$ cat src/rtl/pipe_hazard_ctrl_pkg.sv
// Shared FSM encodings, forwarding-select constants and the forwarding priority helper.
package pipe_hazard_ctrl_pkg;

   typedef enum logic {
      HALT = 1'b0,
      RUN  = 1'b1
   } state_t;

   localparam logic [1:0] FWD_REG = 2'b00;
   localparam logic [1:0] FWD_MEM = 2'b10;
   localparam logic [1:0] FWD_WB  = 2'b01;

   // MEM holds the younger result, so it wins over WB; r0 is never forwarded.
   function automatic logic [1:0] fwd_sel(input logic [4:0] src,
                                          input logic [4:0] mem_rd, input logic mem_we,
                                          input logic [4:0] wb_rd,  input logic wb_we);
      if (mem_we && mem_rd != 5'd0 && mem_rd == src)
         return FWD_MEM;
      else if (wb_we && wb_rd != 5'd0 && wb_rd == src)
         return FWD_WB;
      else
         return FWD_REG;
   endfunction

endpackage

$ cat src/rtl/pipe_hazard_ctrl_hazard_fwd_unit.sv
// Combinational load-use detect, redirect flush and EX forwarding selects.
// Stall/flush/enable outputs are qualified by ce; forwarding selects are not.
module hazard_fwd_unit
   import pipe_hazard_ctrl_pkg::*;
(
   input  logic       ce,
   input  logic [4:0] id_rs,
   input  logic [4:0] id_rt,
   input  logic       id_uses_rt,
   input  logic [4:0] ex_rs,
   input  logic [4:0] ex_rt,
   input  logic       ex_mem_to_reg,
   input  logic [4:0] ex_rd,
   input  logic       ex_write_reg,
   input  logic [4:0] mem_rd,
   input  logic [4:0] wb_rd,
   input  logic       mem_write_reg,
   input  logic       wb_write_reg,
   input  logic       mem_redirect,
   output logic       luse,
   output logic       pc_en,
   output logic       if_id_en,
   output logic       id_ex_bubble,
   output logic       flush_if_id,
   output logic       flush_id_ex,
   output logic       flush_ex_mem,
   output logic [1:0] fwd_a,
   output logic [1:0] fwd_b
);

   assign luse = ex_mem_to_reg & ex_write_reg & (ex_rd != 5'd0) &
                 ((ex_rd == id_rs) | (id_uses_rt & (ex_rd == id_rt)));

   // A redirect discards the stalled ID instruction anyway, so it overrides the stall.
   always_comb begin
      pc_en        = ce;
      if_id_en     = ce;
      id_ex_bubble = 1'b0;
      flush_if_id  = 1'b0;
      flush_id_ex  = 1'b0;
      flush_ex_mem = 1'b0;
      if (ce) begin
         if (mem_redirect) begin
            flush_if_id  = 1'b1;
            flush_id_ex  = 1'b1;
            flush_ex_mem = 1'b1;
         end else if (luse) begin
            pc_en        = 1'b0;
            if_id_en     = 1'b0;
            id_ex_bubble = 1'b1;
         end
      end
   end

   assign fwd_a = fwd_sel(ex_rs, mem_rd, mem_write_reg, wb_rd, wb_write_reg);
   assign fwd_b = fwd_sel(ex_rt, mem_rd, mem_write_reg, wb_rd, wb_write_reg);

endmodule

$ cat src/rtl/pipe_hazard_ctrl.sv
// Pipeline sequencer: run/step/breakpoint cycle enable, hazard control and perf counters.
// ce and all hazard outputs are combinational from the current state and inputs.
module pipe_hazard_ctrl
   import pipe_hazard_ctrl_pkg::*;
#(
   parameter int PC_W  = 9,
   parameter int CNT_W = 16
)
(
   input  logic             clk,
   input  logic             rst,
   input  logic             run,
   input  logic             step,
   input  logic             bp_en,
   input  logic [PC_W-1:0]  bp_addr,
   input  logic [PC_W-1:0]  if_pc,
   input  logic [4:0]       id_rs,
   input  logic [4:0]       id_rt,
   input  logic             id_uses_rt,
   input  logic [4:0]       ex_rs,
   input  logic [4:0]       ex_rt,
   input  logic             ex_mem_to_reg,
   input  logic [4:0]       ex_rd,
   input  logic             ex_write_reg,
   input  logic [4:0]       mem_rd,
   input  logic [4:0]       wb_rd,
   input  logic             mem_write_reg,
   input  logic             wb_write_reg,
   input  logic             mem_redirect,
   output logic             ce,
   output logic             pc_en,
   output logic             if_id_en,
   output logic             id_ex_bubble,
   output logic             flush_if_id,
   output logic             flush_id_ex,
   output logic             flush_ex_mem,
   output logic [1:0]       fwd_a,
   output logic [1:0]       fwd_b,
   output logic             halted,
   output logic [CNT_W-1:0] cycle_cnt,
   output logic [CNT_W-1:0] stall_cnt,
   output logic [CNT_W-1:0] flush_cnt
);

   state_t state, state_nxt;
   logic   run_q, step_q, bp_skip, bp_skip_nxt;
   logic   run_rise, step_rise, bp_hit, luse;

   assign run_rise  = run & ~run_q;
   assign step_rise = step & ~step_q;
   assign halted    = (state == HALT);

   // bp_skip lets the instruction parked on the breakpoint execute once after resuming.
   always_comb begin
      state_nxt   = state;
      bp_skip_nxt = bp_skip;
      ce          = 1'b0;
      bp_hit      = 1'b0;
      case (state)
         HALT: begin
            ce = step_rise;
            if (run_rise) begin
               state_nxt   = RUN;
               bp_skip_nxt = 1'b1;
            end
         end
         RUN: begin
            bp_hit = bp_en & (if_pc == bp_addr) & ~bp_skip;
            if (!run || bp_hit) begin
               state_nxt = HALT;
            end else begin
               ce          = 1'b1;
               bp_skip_nxt = 1'b0;
            end
         end
         default: state_nxt = HALT;
      endcase
   end

   always_ff @(posedge clk or posedge rst) begin
      if (rst) begin
         state     <= HALT;
         run_q     <= 1'b0;
         step_q    <= 1'b0;
         bp_skip   <= 1'b0;
         cycle_cnt <= '0;
         stall_cnt <= '0;
         flush_cnt <= '0;
      end else begin
         state     <= state_nxt;
         run_q     <= run;
         step_q    <= step;
         bp_skip   <= bp_skip_nxt;
         cycle_cnt <= cycle_cnt + {{(CNT_W-1){1'b0}}, ce};
         stall_cnt <= stall_cnt + {{(CNT_W-1){1'b0}}, ce & luse & ~mem_redirect};
         flush_cnt <= flush_cnt + {{(CNT_W-1){1'b0}}, ce & mem_redirect};
      end
   end

   hazard_fwd_unit u_hazard_fwd (
      .ce            (ce),
      .id_rs         (id_rs),
      .id_rt         (id_rt),
      .id_uses_rt    (id_uses_rt),
      .ex_rs         (ex_rs),
      .ex_rt         (ex_rt),
      .ex_mem_to_reg (ex_mem_to_reg),
      .ex_rd         (ex_rd),
      .ex_write_reg  (ex_write_reg),
      .mem_rd        (mem_rd),
      .wb_rd         (wb_rd),
      .mem_write_reg (mem_write_reg),
      .wb_write_reg  (wb_write_reg),
      .mem_redirect  (mem_redirect),
      .luse          (luse),
      .pc_en         (pc_en),
      .if_id_en      (if_id_en),
      .id_ex_bubble  (id_ex_bubble),
      .flush_if_id   (flush_if_id),
      .flush_id_ex   (flush_id_ex),
      .flush_ex_mem  (flush_ex_mem),
      .fwd_a         (fwd_a),
      .fwd_b         (fwd_b)
   );

endmodule

$ cat config.mk
export PLATFORM = sky130hd
export DESIGN_NAME = pipe_hazard_ctrl
export DESIGN_NICKNAME = d
export VERILOG_FILES = /design/src/rtl/pipe_hazard_ctrl_pkg.sv /design/src/rtl/pipe_hazard_ctrl_hazard_fwd_unit.sv /design/src/rtl/pipe_hazard_ctrl.sv
export SDC_FILE = /design/constraint.sdc
export NUM_CORES = 1
export LEC_CHECK = 0
export ABC_CLOCK_PERIOD_IN_PS = 2270
export BUFFER_PORTS_ARGS = -buffer_cell sky130_fd_sc_hd__buf_2
export CAP_MARGIN = 20
export CORE_UTILIZATION = 43
export DETAILED_ROUTE_END_ITERATION = 8
export PLACE_DENSITY = 0.78
export SYNTH_ARGS = -nofsm -noshare
export SYNTH_HDL_FRONTEND = slang
export SYNTH_SLANG_ARGS = --single-unit
$ cat constraint.sdc
create_clock -name clk -period 2.27 [get_ports clk]
set_input_delay 0.227 -clock clk [delete_from_list [all_inputs] [get_ports clk]]
set_output_delay 0.227 -clock clk [all_outputs]
set_load 0.02 [all_outputs]
==> results.sh <==
export IMPL_remaining_drc_errors=0
export IMPL_layout_min_cycle_time_ps=2170
export IMPL_cts_clk_slew_worst_paths_ps=90
export IMPL_regToRegEndpoint="flush_cnt[12]$_DFF_PP0_"
export IMPL_finalSetupViolCount=0
export IMPL_met3WireLength_um=306
export IMPL_crit_chain="nand4b_1 > o41ai_4 > nor2_2 > ha_2 > ha_1 > and4_4 > nor3b_2 > nand2_1 > xnor2_1"
export IMPL_number_of_global_route_vias_before_repair=2150
export IMPL_die_y_extent_um=81.7
export IMPL_routed_top_layer="met4"
export IMPL_cap_viol_max_count=0
export IMPL_synthesis_nets=320
export IMPL_hpwlAfterDp_mm=4.83
export IMPL_drv_slew=0
export IMPL_holdCritPathClass="input port to asynchronous set/reset pin"
export IMPL_post_synth_cell_area_avg_um2=11.0
export IMPL_postRouteAntennaNets=0
export IMPL_synth_main_ff_cell="sky130_fd_sc_hd__dfrtp_1"
export IMPL_hold_fix_buffers_cts=0
export IMPL_worst_path_dominant_cell_family="simple AND/OR/NAND/NOR gates"
export IMPL_cts_root_buffer_cell="sky130_fd_sc_hd__clkbuf_8"
export IMPL_width_of_the_chip_um=81.7
export IMPL_synth_edff_count=0
export IMPL_power_clock_fraction_pct=22.1
export IMPL_drt_met1_wl_mm=2.46
export IMPL_post_drt_via_cell_ratio=4.98
export IMPL_clock_path_buffers=2
export IMPL_critical_path_startpoint="bp_skip$_DFFE_PP0P_"
export IMPL_unrepaired_setup_endpoints_after_global_routing="true"
export IMPL_setup_tns_ps=0
export IMPL_insertedDiodeCount=0
export IMPL_synthesis_instances=248
export IMPL_worst_r2r_startpoint="bp_skip$_DFFE_PP0P_"
export IMPL_critical_path_max_fanout=4
export IMPL_worst_path_max_delay_cell="sky130_fd_sc_hd__o41ai_4"
export IMPL_highest_ir_drop_seen_on_vdd_mv=0.592
export IMPL_place_congestion=0.822
export IMPL_synth_seq_cells=52
export IMPL_finalNetCount=468
export IMPL_run_status="finished, final reports clean"
export IMPL_placement_io_buffers=123
export IMPL_clock_tree_htree_level_count=2
export IMPL_place_ws_ps=-195
export IMPL_clock_latency_ps=300
export IMPL_rr_worst_depth=9
export IMPL_regToRegSetupSlack_ps=100
export IMPL_p_per_area_nw_per_um2=601
export IMPL_critical_path_max_stage_delay_ps=440
export IMPL_cp_data_arrival_time_ps=2400
export IMPL_synth_warning_count=0
export IMPL_number_of_buffers_inserted_during_clock_tree_synthesis=5
export IMPL_grt_util_all_layers_pct=18.1
export IMPL_cts_tree="done"
export IMPL_timing_setup_critical_path_class="flip-flop to flip-flop"
export IMPL_timing_fmax_ghz=0.461
export IMPL_number_of_antenna_violations_at_the_first_check_in_global_routing=0
export IMPL_crit_buf_inv=0
export IMPL_route_met2_wl_mm=3.10
export IMPL_netlist_cell_type_count=29
export IMPL_final_hold_viol_count=0
export IMPL_final_setup_worst_slack_ps=98.6
export IMPL_grt_overflow_total=0
export IMPL_startpoint_type="flip-flop"
export IMPL_avgRoutedWirePerCell_um=12.7
export IMPL_setup_worst_path_end_class="flip-flop"
export IMPL_floorplan_die_area_um2=6680
export IMPL_clock_skew_final_ps=9.54
export IMPL_final_min_period_over_clock_period_pct=95.7
export IMPL_hold_slack_ps=22.8
export IMPL_io_pins=124
export IMPL_synth_async_reset_ratio_pct=100
export IMPL_worst_pin_slew_ps=697
export IMPL_drive_gt1_share_pct=43.2
export IMPL_netlist_area_um2=2730
export IMPL_nFillCells=514
export IMPL_core_region_area_um2=6030
export IMPL_detailroute_via_count=2347
export IMPL_initial_utilization_pct=45.4
export IMPL_fp_row_count=28
export IMPL_synth_seq_area_share_pct=47.6
export IMPL_slew_headroom_pct=53.4
export IMPL_sw_frac_of_total_pct=33.2
export IMPL_cts_sinks=52
export IMPL_static_leakage_power_nw=1.97
export IMPL_comb_power_share_pct=26.1
export IMPL_total_switching_power_mw=0.745
export IMPL_power_mw=2.24
export IMPL_power_report_internal_total_mw=1.50
export IMPL_pin_count_of_the_biggest_net_entering_global_routing=35
export IMPL_pwr_share_seq_pct=51.7
export IMPL_detailedRoute_firstIterationViolations=34
export IMPL_first_pass_grt_wire_length_mm=9.32
export IMPL_areaGrowthSynthToFinish_pct=36.5
export IMPL_drt_pass1_iter_count=4
export IMPL_required_worst_endpoint_ps=2500
export IMPL_wirelength_mm=5.98
-- flip-flops by register name (all words and copies together) (netlist names) --
register,count
step_q,1
cycle_cnt,16
state,1
run_q,1
bp_skip,1
flush_cnt,16
stall_cnt,16
-- cell families after synthesis --
family / count (synthesis) / share of synthesized area (%)
AND/OR/NAND/NOR: 88 / 18.2
XOR/XNOR: 81 / 25.9
flip-flops: 52 / 47.6
AO/OA/AOI/OAI: 10 / 2.97
buffers and inverters: 9 / 1.65
adder cells (fa/ha/maj): 8 / 3.66
-- through the flow --
stage | util, % | cell area (um2) | cells
after floorplan | - | 2750 | 248
after global placement | 59.4 | 3580 | 462
after detailed placement | 59.4 | 3580 | 462
after CTS | 61.0 | 3670 | 469
after global routing | 61.9 | 3730 | 471
final | 61.9 | 3730 | 471
-- area by class of cell --
| type | instances | area (um2) | share of cell area, % |
|---|---|---|---|
| Timing Repair Buffer | 144 | 773 | 20.7 |
| Clock buffer | 5 | 68.8 | 1.84 |
| Clock inverter | 2 | 12.5 | 0.335 |
| Multi-Input combinational cell | 187 | 1460 | 39.1 |
| Tap cell | 75 | 93.8 | 2.52 |
| Sequential cell | 52 | 1300 | 34.9 |
| Inverter | 6 | 22.5 | 0.604 |
-- synthesized netlist by cell type (all sizes together), types with 2 or more instances --
cell type / instances / share of area, %
nor2: 9 / 1.2
o21ai: 3 / 0.69
inv: 6 / 0.82
nand4: 9 / 2.1
and3: 6 / 1.4
nor3: 6 / 1.1
xor2: 36 / 12
and4: 5 / 1.6
nand2: 16 / 2.2
a21oi: 2 / 0.37
or4: 5 / 1.4
dfrtp: 52 / 48
ha: 8 / 3.7
nand3: 20 / 3.7
buf: 3 / 0.82
xnor2: 45 / 14
nor4: 8 / 2.5
-- worst max path at each step --
stage,endpoint,cells after the start
final,flush_cnt[12]$_DFF_PP0_,9
after global routing,flush_cnt[12]$_DFF_PP0_,9
after CTS,stall_cnt[15]$_DFF_PP0_,9
after detailed placement,stall_cnt[15]$_DFF_PP0_,10
after global placement,stall_cnt[15]$_DFF_PP0_,10
after floorplan,flush_cnt[12]$_DFF_PP0_,10
-- repair_timing --
item,in CTS,in global routing
hold endpoints to repair,0,0
pin swaps,1,6
buffers inserted,0,2
setup endpoints to repair,17,12
gates resized for setup,2,11
-- placed cells by master, fill, tap and decap left out, types with 4 or more instances in the layout --
| cell | instances |
|---|---|
| sky130_fd_sc_hd__ha_1 | 4 |
| sky130_fd_sc_hd__xnor2_1 | 45 |
| sky130_fd_sc_hd__buf_2 | 123 |
| sky130_fd_sc_hd__or4_1 | 5 |
| sky130_fd_sc_hd__nand4_1 | 9 |
| sky130_fd_sc_hd__inv_1 | 5 |
| sky130_fd_sc_hd__and4_1 | 4 |
| sky130_fd_sc_hd__nand3_1 | 20 |
| sky130_fd_sc_hd__xor2_1 | 36 |
| sky130_fd_sc_hd__buf_4 | 21 |
| sky130_fd_sc_hd__nand2_1 | 16 |
| sky130_fd_sc_hd__nor3_1 | 4 |
| sky130_fd_sc_hd__dfrtp_1 | 51 |
| sky130_fd_sc_hd__nor4_1 | 4 |
| sky130_fd_sc_hd__clkbuf_8 | 5 |
| sky130_fd_sc_hd__nor2_1 | 8 |
| sky130_fd_sc_hd__ha_2 | 4 |
| sky130_fd_sc_hd__and3_1 | 5 |
-- power by group through the flow --
stage	clock [mW]	combinational, mW	sequential [mW]
after floorplan	0	0.204	1.27
after global placement	0	0.567	1.17
after detailed placement	0	0.579	1.17
after CTS	0.521	0.582	1.16
after global routing	0.560	0.646	1.17
final	0.496	0.587	1.16
-- metal layers --
| metal | up-vias | GRT usage, % |
|---|---|---|
| met1 | 1103 | 20.9 |
| met5 | - | 0 |
| met3 | 11 | 3.89 |
| met4 | 0 | 6.32 |
| met2 | 78 | 32.7 |
| li1 | 1155 | - |
Note: power is estimated with default switching activity, not from simulation.
